===== config.mk =====
export PLATFORM = sky130hd
export DESIGN_NAME = addsub_acc_pipe
export DESIGN_NICKNAME = d
export VERILOG_FILES = /design/src/rtl/addsub_acc_pkg.sv /design/src/rtl/addsub_sat_core.sv /design/src/rtl/addsub_acc_pipe.sv
export SDC_FILE = /design/constraint.sdc
export NUM_CORES = 1
export LEC_CHECK = 0
export CAP_MARGIN = 20
export CELL_PAD_IN_SITES_DETAIL_PLACEMENT = 0
export CELL_PAD_IN_SITES_GLOBAL_PLACEMENT = 1
export CORE_AREA = 2 2 101 103
export DETAILED_ROUTE_END_ITERATION = 12
export DIE_AREA = 0 0 103 105
export PLACE_DENSITY_LB_ADDON = 0.1
export SYNTH_ARGS = -nofsm -noshare
export SYNTH_HDL_FRONTEND = slang
export SYNTH_SLANG_ARGS = --single-unit
export TNS_END_PERCENT = 1

===== constraint.sdc =====
create_clock -name clk -period 6 [get_ports clk]
set_input_delay 1.2 -clock clk [delete_from_list [all_inputs] [get_ports clk]]
set_output_delay 1.2 -clock clk [all_outputs]
set_load 0.02 [all_outputs]

===== src/rtl/addsub_acc_pkg.sv =====
// Shared constants and helpers for the pipelined adder/subtractor/accumulator.
package addsub_acc_pkg;

    localparam int unsigned MAX_W = 64;

    localparam logic [1:0] MODE_ADD  = 2'd0;
    localparam logic [1:0] MODE_SUB  = 2'd1;
    localparam logic [1:0] MODE_ACC  = 2'd2;
    localparam logic [1:0] MODE_PASS = 2'd3;

    // Largest positive two's-complement value of the given width (0x7F..F).
    function automatic logic [MAX_W-1:0] sat_max(input int unsigned width);
        return (MAX_W'(1) << (width - 32'd1)) - MAX_W'(1);
    endfunction

    // Most negative two's-complement value of the given width (0x80..0).
    function automatic logic [MAX_W-1:0] sat_min(input int unsigned width);
        return MAX_W'(1) << (width - 32'd1);
    endfunction

endpackage


===== src/rtl/addsub_sat_core.sv =====
// Combinational add/subtract with carry, signed-overflow detect and optional saturation.
module addsub_sat_core
    import addsub_acc_pkg::*;
#(
    parameter int unsigned WIDTH = 16
) (
    input  logic [WIDTH-1:0] x,
    input  logic [WIDTH-1:0] y,
    input  logic             cin,
    input  logic             sub,
    input  logic             sat,
    output logic [WIDTH-1:0] res,
    output logic             cout,
    output logic             ovf
);

    logic [WIDTH-1:0] y_eff;
    logic             c_eff;
    logic [WIDTH:0]   sum;

    // Subtraction is x + ~y + !cin; overflow judged on the effective operands.
    always_comb begin
        y_eff = sub ? ~y : y;
        c_eff = sub ? ~cin : cin;
        sum   = {1'b0, x} + {1'b0, y_eff} + {{WIDTH{1'b0}}, c_eff};
        cout  = sum[WIDTH];
        ovf   = (x[WIDTH-1] == y_eff[WIDTH-1]) && (sum[WIDTH-1] != x[WIDTH-1]);
        res   = sum[WIDTH-1:0];
        if (sat && ovf) begin
            res = x[WIDTH-1] ? WIDTH'(sat_min(WIDTH)) : WIDTH'(sat_max(WIDTH));
        end
    end

endmodule


===== src/rtl/addsub_acc_pipe.sv =====
// Two-stage valid/ready pipelined adder/subtractor/accumulator with optional saturation.
module addsub_acc_pipe
    import addsub_acc_pkg::*;
#(
    parameter int unsigned WIDTH  = 16,
    parameter int unsigned SAT    = 0,
    parameter int unsigned ACC_EN = 1
) (
    input  logic               clk,
    input  logic               rst,
    input  logic               in_valid,
    output logic               in_ready,
    input  logic [2*WIDTH-1:0] in_data,
    input  logic               in_cin,
    input  logic [1:0]         in_mode,
    input  logic               in_acc_clr,
    output logic               out_valid,
    input  logic               out_ready,
    output logic [WIDTH-1:0]   out_data,
    output logic               out_cout,
    output logic               out_ovf
);

    logic en_c;
    logic fire_c;

    logic             s1_valid_q, s1_valid_d;
    logic [WIDTH-1:0] s1_a_q,     s1_a_d;
    logic [WIDTH-1:0] s1_b_q,     s1_b_d;
    logic             s1_cin_q,   s1_cin_d;
    logic [1:0]       s1_mode_q,  s1_mode_d;
    logic             s1_clr_q,   s1_clr_d;

    logic             out_valid_q, out_valid_d;
    logic [WIDTH-1:0] out_data_q,  out_data_d;
    logic             out_cout_q,  out_cout_d;
    logic             out_ovf_q,   out_ovf_d;
    logic [WIDTH-1:0] acc_q,       acc_d;

    logic [WIDTH-1:0] core_x;
    logic [WIDTH-1:0] core_y;
    logic             core_sub;
    logic [WIDTH-1:0] core_res;
    logic             core_cout;
    logic             core_ovf;

    // Whole pipeline advances together whenever the output slot is free or draining.
    always_comb begin
        en_c   = !out_valid_q || out_ready;
        fire_c = in_valid && en_c;
    end

    assign in_ready  = en_c;
    assign out_valid = out_valid_q;
    assign out_data  = out_data_q;
    assign out_cout  = out_cout_q;
    assign out_ovf   = out_ovf_q;

    // Stage 1 next state: capture the beat on every enabled cycle, valid only on fire.
    always_comb begin
        s1_valid_d = s1_valid_q;
        s1_a_d     = s1_a_q;
        s1_b_d     = s1_b_q;
        s1_cin_d   = s1_cin_q;
        s1_mode_d  = s1_mode_q;
        s1_clr_d   = s1_clr_q;
        if (en_c) begin
            s1_valid_d = fire_c;
            s1_a_d     = in_data[WIDTH-1:0];
            s1_b_d     = in_data[2*WIDTH-1:WIDTH];
            s1_cin_d   = in_cin;
            s1_mode_d  = in_mode;
            s1_clr_d   = in_acc_clr;
        end
    end

    // Operand steering: ACC adds the beat's a onto the (optionally cleared) accumulator.
    always_comb begin
        core_x   = s1_a_q;
        core_y   = s1_b_q;
        core_sub = 1'b0;
        case (s1_mode_q)
            MODE_SUB: core_sub = 1'b1;
            MODE_ACC: begin
                if (ACC_EN != 0) begin
                    core_x = s1_clr_q ? '0 : acc_q;
                    core_y = s1_a_q;
                end else begin
                    core_y = '0;
                end
            end
            default: ;
        endcase
    end

    addsub_sat_core #(
        .WIDTH (WIDTH)
    ) u_core (
        .x    (core_x),
        .y    (core_y),
        .cin  (s1_cin_q),
        .sub  (core_sub),
        .sat  (SAT != 0),
        .res  (core_res),
        .cout (core_cout),
        .ovf  (core_ovf)
    );

    // Stage 2 next state: results load only for a valid beat; acc follows ACC results.
    always_comb begin
        out_valid_d = out_valid_q;
        out_data_d  = out_data_q;
        out_cout_d  = out_cout_q;
        out_ovf_d   = out_ovf_q;
        acc_d       = acc_q;
        if (en_c) begin
            out_valid_d = s1_valid_q;
            if (s1_valid_q) begin
                if (s1_mode_q == MODE_PASS) begin
                    out_data_d = s1_a_q;
                    out_cout_d = 1'b0;
                    out_ovf_d  = 1'b0;
                end else begin
                    out_data_d = core_res;
                    out_cout_d = core_cout;
                    out_ovf_d  = core_ovf;
                end
                if ((ACC_EN != 0) && (s1_mode_q == MODE_ACC)) begin
                    acc_d = core_res;
                end
            end
        end
    end

    // Pipeline and accumulator registers; synchronous active-low reset drops in-flight beats.
    always_ff @(posedge clk) begin
        if (!rst) begin
            s1_valid_q  <= 1'b0;
            s1_a_q      <= '0;
            s1_b_q      <= '0;
            s1_cin_q    <= 1'b0;
            s1_mode_q   <= MODE_ADD;
            s1_clr_q    <= 1'b0;
            out_valid_q <= 1'b0;
            out_data_q  <= '0;
            out_cout_q  <= 1'b0;
            out_ovf_q   <= 1'b0;
            acc_q       <= '0;
        end else begin
            s1_valid_q  <= s1_valid_d;
            s1_a_q      <= s1_a_d;
            s1_b_q      <= s1_b_d;
            s1_cin_q    <= s1_cin_d;
            s1_mode_q   <= s1_mode_d;
            s1_clr_q    <= s1_clr_d;
            out_valid_q <= out_valid_d;
            out_data_q  <= out_data_d;
            out_cout_q  <= out_cout_d;
            out_ovf_q   <= out_ovf_d;
            acc_q       <= acc_d;
        end
    end

endmodule


==> flow_metrics.env <==
export IMPL_synthTopCellsByArea="dfxtp_1 (35%), nand2_1 (12%), a21oi_1 (8.5%)"
export IMPL_ioPinCount=60
export IMPL_gp_routability_congestion=0.900
export IMPL_async_reset_ff_frac=0
export IMPL_skew_ns=0.00975
export IMPL_required_ns=4.80
export IMPL_portBuffers=59
export IMPL_cts_root_buf="clkbuf_8"
export IMPL_peakVddDrop_uv=131
export IMPL_netlist_area_um2=4100
export IMPL_cts_sinks=72
export IMPL_fill_cells=1002
export IMPL_die_width_um=103
export IMPL_ys_seq_elements=72
export IMPL_p_per_area_nw_per_um2=260
export IMPL_hold_violations=0
export IMPL_n_antenna_cell=0
export IMPL_seq_area_frac_synth=0.351
export IMPL_synth_fp_nets=620
export IMPL_coreArea_um2=9640
export IMPL_outcome="finished, final reports clean"
export IMPL_synth_cells=563
export IMPL_hold_class="flop to flop"
export IMPL_firstDrtPassIters=4
export IMPL_crit_fanout=40
export IMPL_nets=656
export IMPL_antenna_found_initial=0
export IMPL_timing_hold_ws_ns=0.458
export IMPL_track_usage=0.233
export IMPL_clk_pin_slew_ns=0.08
export IMPL_maxCapViolCount=0
export IMPL_leakage_nw=1.94
export IMPL_critPathArrivalTime_ns=3.08
export IMPL_post_route_min_period_ns=4.28
export IMPL_rsz0062_at_grt="no"
export IMPL_drcViolationCount=0
export IMPL_dp_cells=721
export IMPL_yosysUniqueCellTypes=50
export IMPL_worstMarginPinSlew_ns=1.00
export IMPL_synth_adder_area_share=0.0555
export IMPL_hpwlAfterDp_um=8520
export IMPL_area_growth_pct=21.0
export IMPL_grt_pass1_vias=3661
export IMPL_yosys_area_share_simple=0.262
export IMPL_numCtsBuffers=9
export IMPL_yosys_area_top_type="dfxtp_1"
export IMPL_multiInputGateArea_um2=2480
export IMPL_finalWirelength_um=12000
export IMPL_worstSetupPathType="input pin to output pin"
export IMPL_grt_pass1_wl_um=19200
export IMPL_cts_tree="built"
export IMPL_tns_ns=0
export IMPL_hold_buffers=0
export IMPL_regArea_um2=1440
export IMPL_vias=3934
export IMPL_ant_nets=0
export IMPL_relSlewSlack=0.330
export IMPL_start_util=0.426
export IMPL_clock_latency_ns=0.35
export IMPL_finalCritPeriodShare=0.713
export IMPL_critical_path_endpoint_type="output pin"
export IMPL_drive_above_1_share=0.0530
export IMPL_postCtsSetupBuffers=0
export IMPL_synth_edf_count=0
export IMPL_worst_setup_path_start_kind="input pin"
export IMPL_h_tree_depth=3
export IMPL_dieArea_um2=10800
export IMPL_drtIter0Drc=184
export IMPL_timing_fmax_mhz=234
export IMPL_synth_compound_area_frac=0.238
export IMPL_synth_ff_type="dfxtp_1"
export IMPL_syn_area_per_cell_um2=7.29
export IMPL_vias_per_cell=5.34
export IMPL_grt_max_degree=55
export IMPL_die_h_um=105
export IMPL_placementRows=36
export IMPL_grt_overflow=0
export IMPL_ys_warn_count=0
export IMPL_setup_viol=0
export IMPL_stdcell_count=737
export IMPL_synth_top_family_by_area="simple AND/OR/NAND/NOR gates"
export IMPL_synthMuxAreaShare=0.0171
export IMPL_cts_resized=0
export IMPL_synth_xor_area_frac=0.0320
export IMPL_synth_top_area_frac=0.351
export IMPL_wl_per_cell_um=16.3
export IMPL_maxSlewViolCount=0
export IMPL_clockBufferDepth=2
-- state kept, by name, summed over array words and instances, names as in the netlist --
register and count:
acc_q 16, s1_b_q 16, out_valid 1, s1_cin_q 1
s1_a_q 16, out_cout 1, s1_clr_q 1, s1_valid_q 1
out_ovf 1, s1_mode_q 2, out_data 16
-- through the flow --
step | instance area (um^2) | power (mW) | worst slack [ns] | util
2_1_floorplan | 4100 | 0.767 | 2.71 | -
4_1_cts | 4960 | 1.30 | 1.69 | 0.515
6_report | 4960 | 1.29 | 1.72 | 0.515
5_1_grt | 4960 | 1.36 | 1.50 | 0.515
3_5_place_dp | 4750 | 0.883 | 1.60 | 0.492
3_3_place_gp | 4750 | 0.879 | 1.73 | 0.492
-- power by group --
part	internal (mW)	switching, mW
registers	0.507	0.0302
clock network	0.226	0.191
logic	0.144	0.192
total	0.877	0.413
-- cell families (layout without fill, tap and decap cells) --
| group | after synthesis | in the layout |
|---|---|---|
| simple gates | 243 | 243 |
| flops | 72 | 72 |
| mux | 7 | 7 |
| buf+inv | 45 | 86 |
| compound gates | 164 | 164 |
| fa+ha+maj | 17 | 17 |
| xor+xnor | 15 | 15 |
-- critical path, stage by stage --
cell and delay [ns]:
clkdlybuf4s50_1 0.48, nor2b_2 0.04, buf_4 0.25, inv_1 0.09, buf_4 0.34, clkdlybuf4s50_1 0.68
-- layout make-up --
class | instances | share of cell area
inverter | 5 | 0.00378
clock buffer | 12 | 0.0333
multi-input combinational | 446 | 0.501
tap | 133 | 0.0335
clock inverter | 4 | 0.0103
timing repair buffer | 65 | 0.128
sequential | 72 | 0.290
-- synthesized netlist by cell type, drive strengths merged, types with 2 or more instances --
master,instances
clkbuf,30
fa,2
a311oi,3
o31ai,2
nor2b,3
nor3,5
xor2,7
o21a,3
nand2,128
xnor2,8
ha,15
nand4,2
a21oi,71
and3,2
or3,7
o211ai,4
dfxtp,72
o21ai,44
a31oi,7
a31o,2
a21o,6
buf,10
nand3,16
a211oi,18
nand2b,19
mux2i,7
inv,5
and2,6
nor2,47
-- cells in the final DEF, fill, tap and decap left out, drive strengths merged, types with 6 or more instances in the layout --
cell           instances
a21o                   6
dfxtp                 72
buf                    6
ha                    15
mux2i                  7
clkbuf                12
nand2b                19
o21ai                 44
clkdlybuf4s50         59
xnor2                  8
a211oi                18
nand2                128
or3                    7
a21oi                 71
nand3                 16
a31oi                  7
and2                   6
xor2                   7
nor2                  47
-- final timing paths --
kind / start / endpoint / slack [ns] / depth (start not counted)
max: out_ready / in_ready / 1.72 / 6
min: acc_q[12]$_SDFFE_PN0P_ / acc_q[12]$_SDFFE_PN0P_ / 0.46 / 2
max reg2reg: s1_mode_q[0]$_SDFFE_PN0N_ / out_data[14]$_SDFFE_PN0P_ / 1.92 / 11
min reg2reg: acc_q[12]$_SDFFE_PN0P_ / acc_q[12]$_SDFFE_PN0P_ / 0.46 / 2
-- layer usage --
layer  track usage  part of all wire  vias to the layer above
met5             0                 0                        -
met4        0.0846             0.024                        0
met3        0.0381             0.066                       19
met2         0.348              0.45                      101
met1         0.334              0.46                     1806
li1              -                 -                     2008
Note: power is estimated with default switching activity, not from simulation.
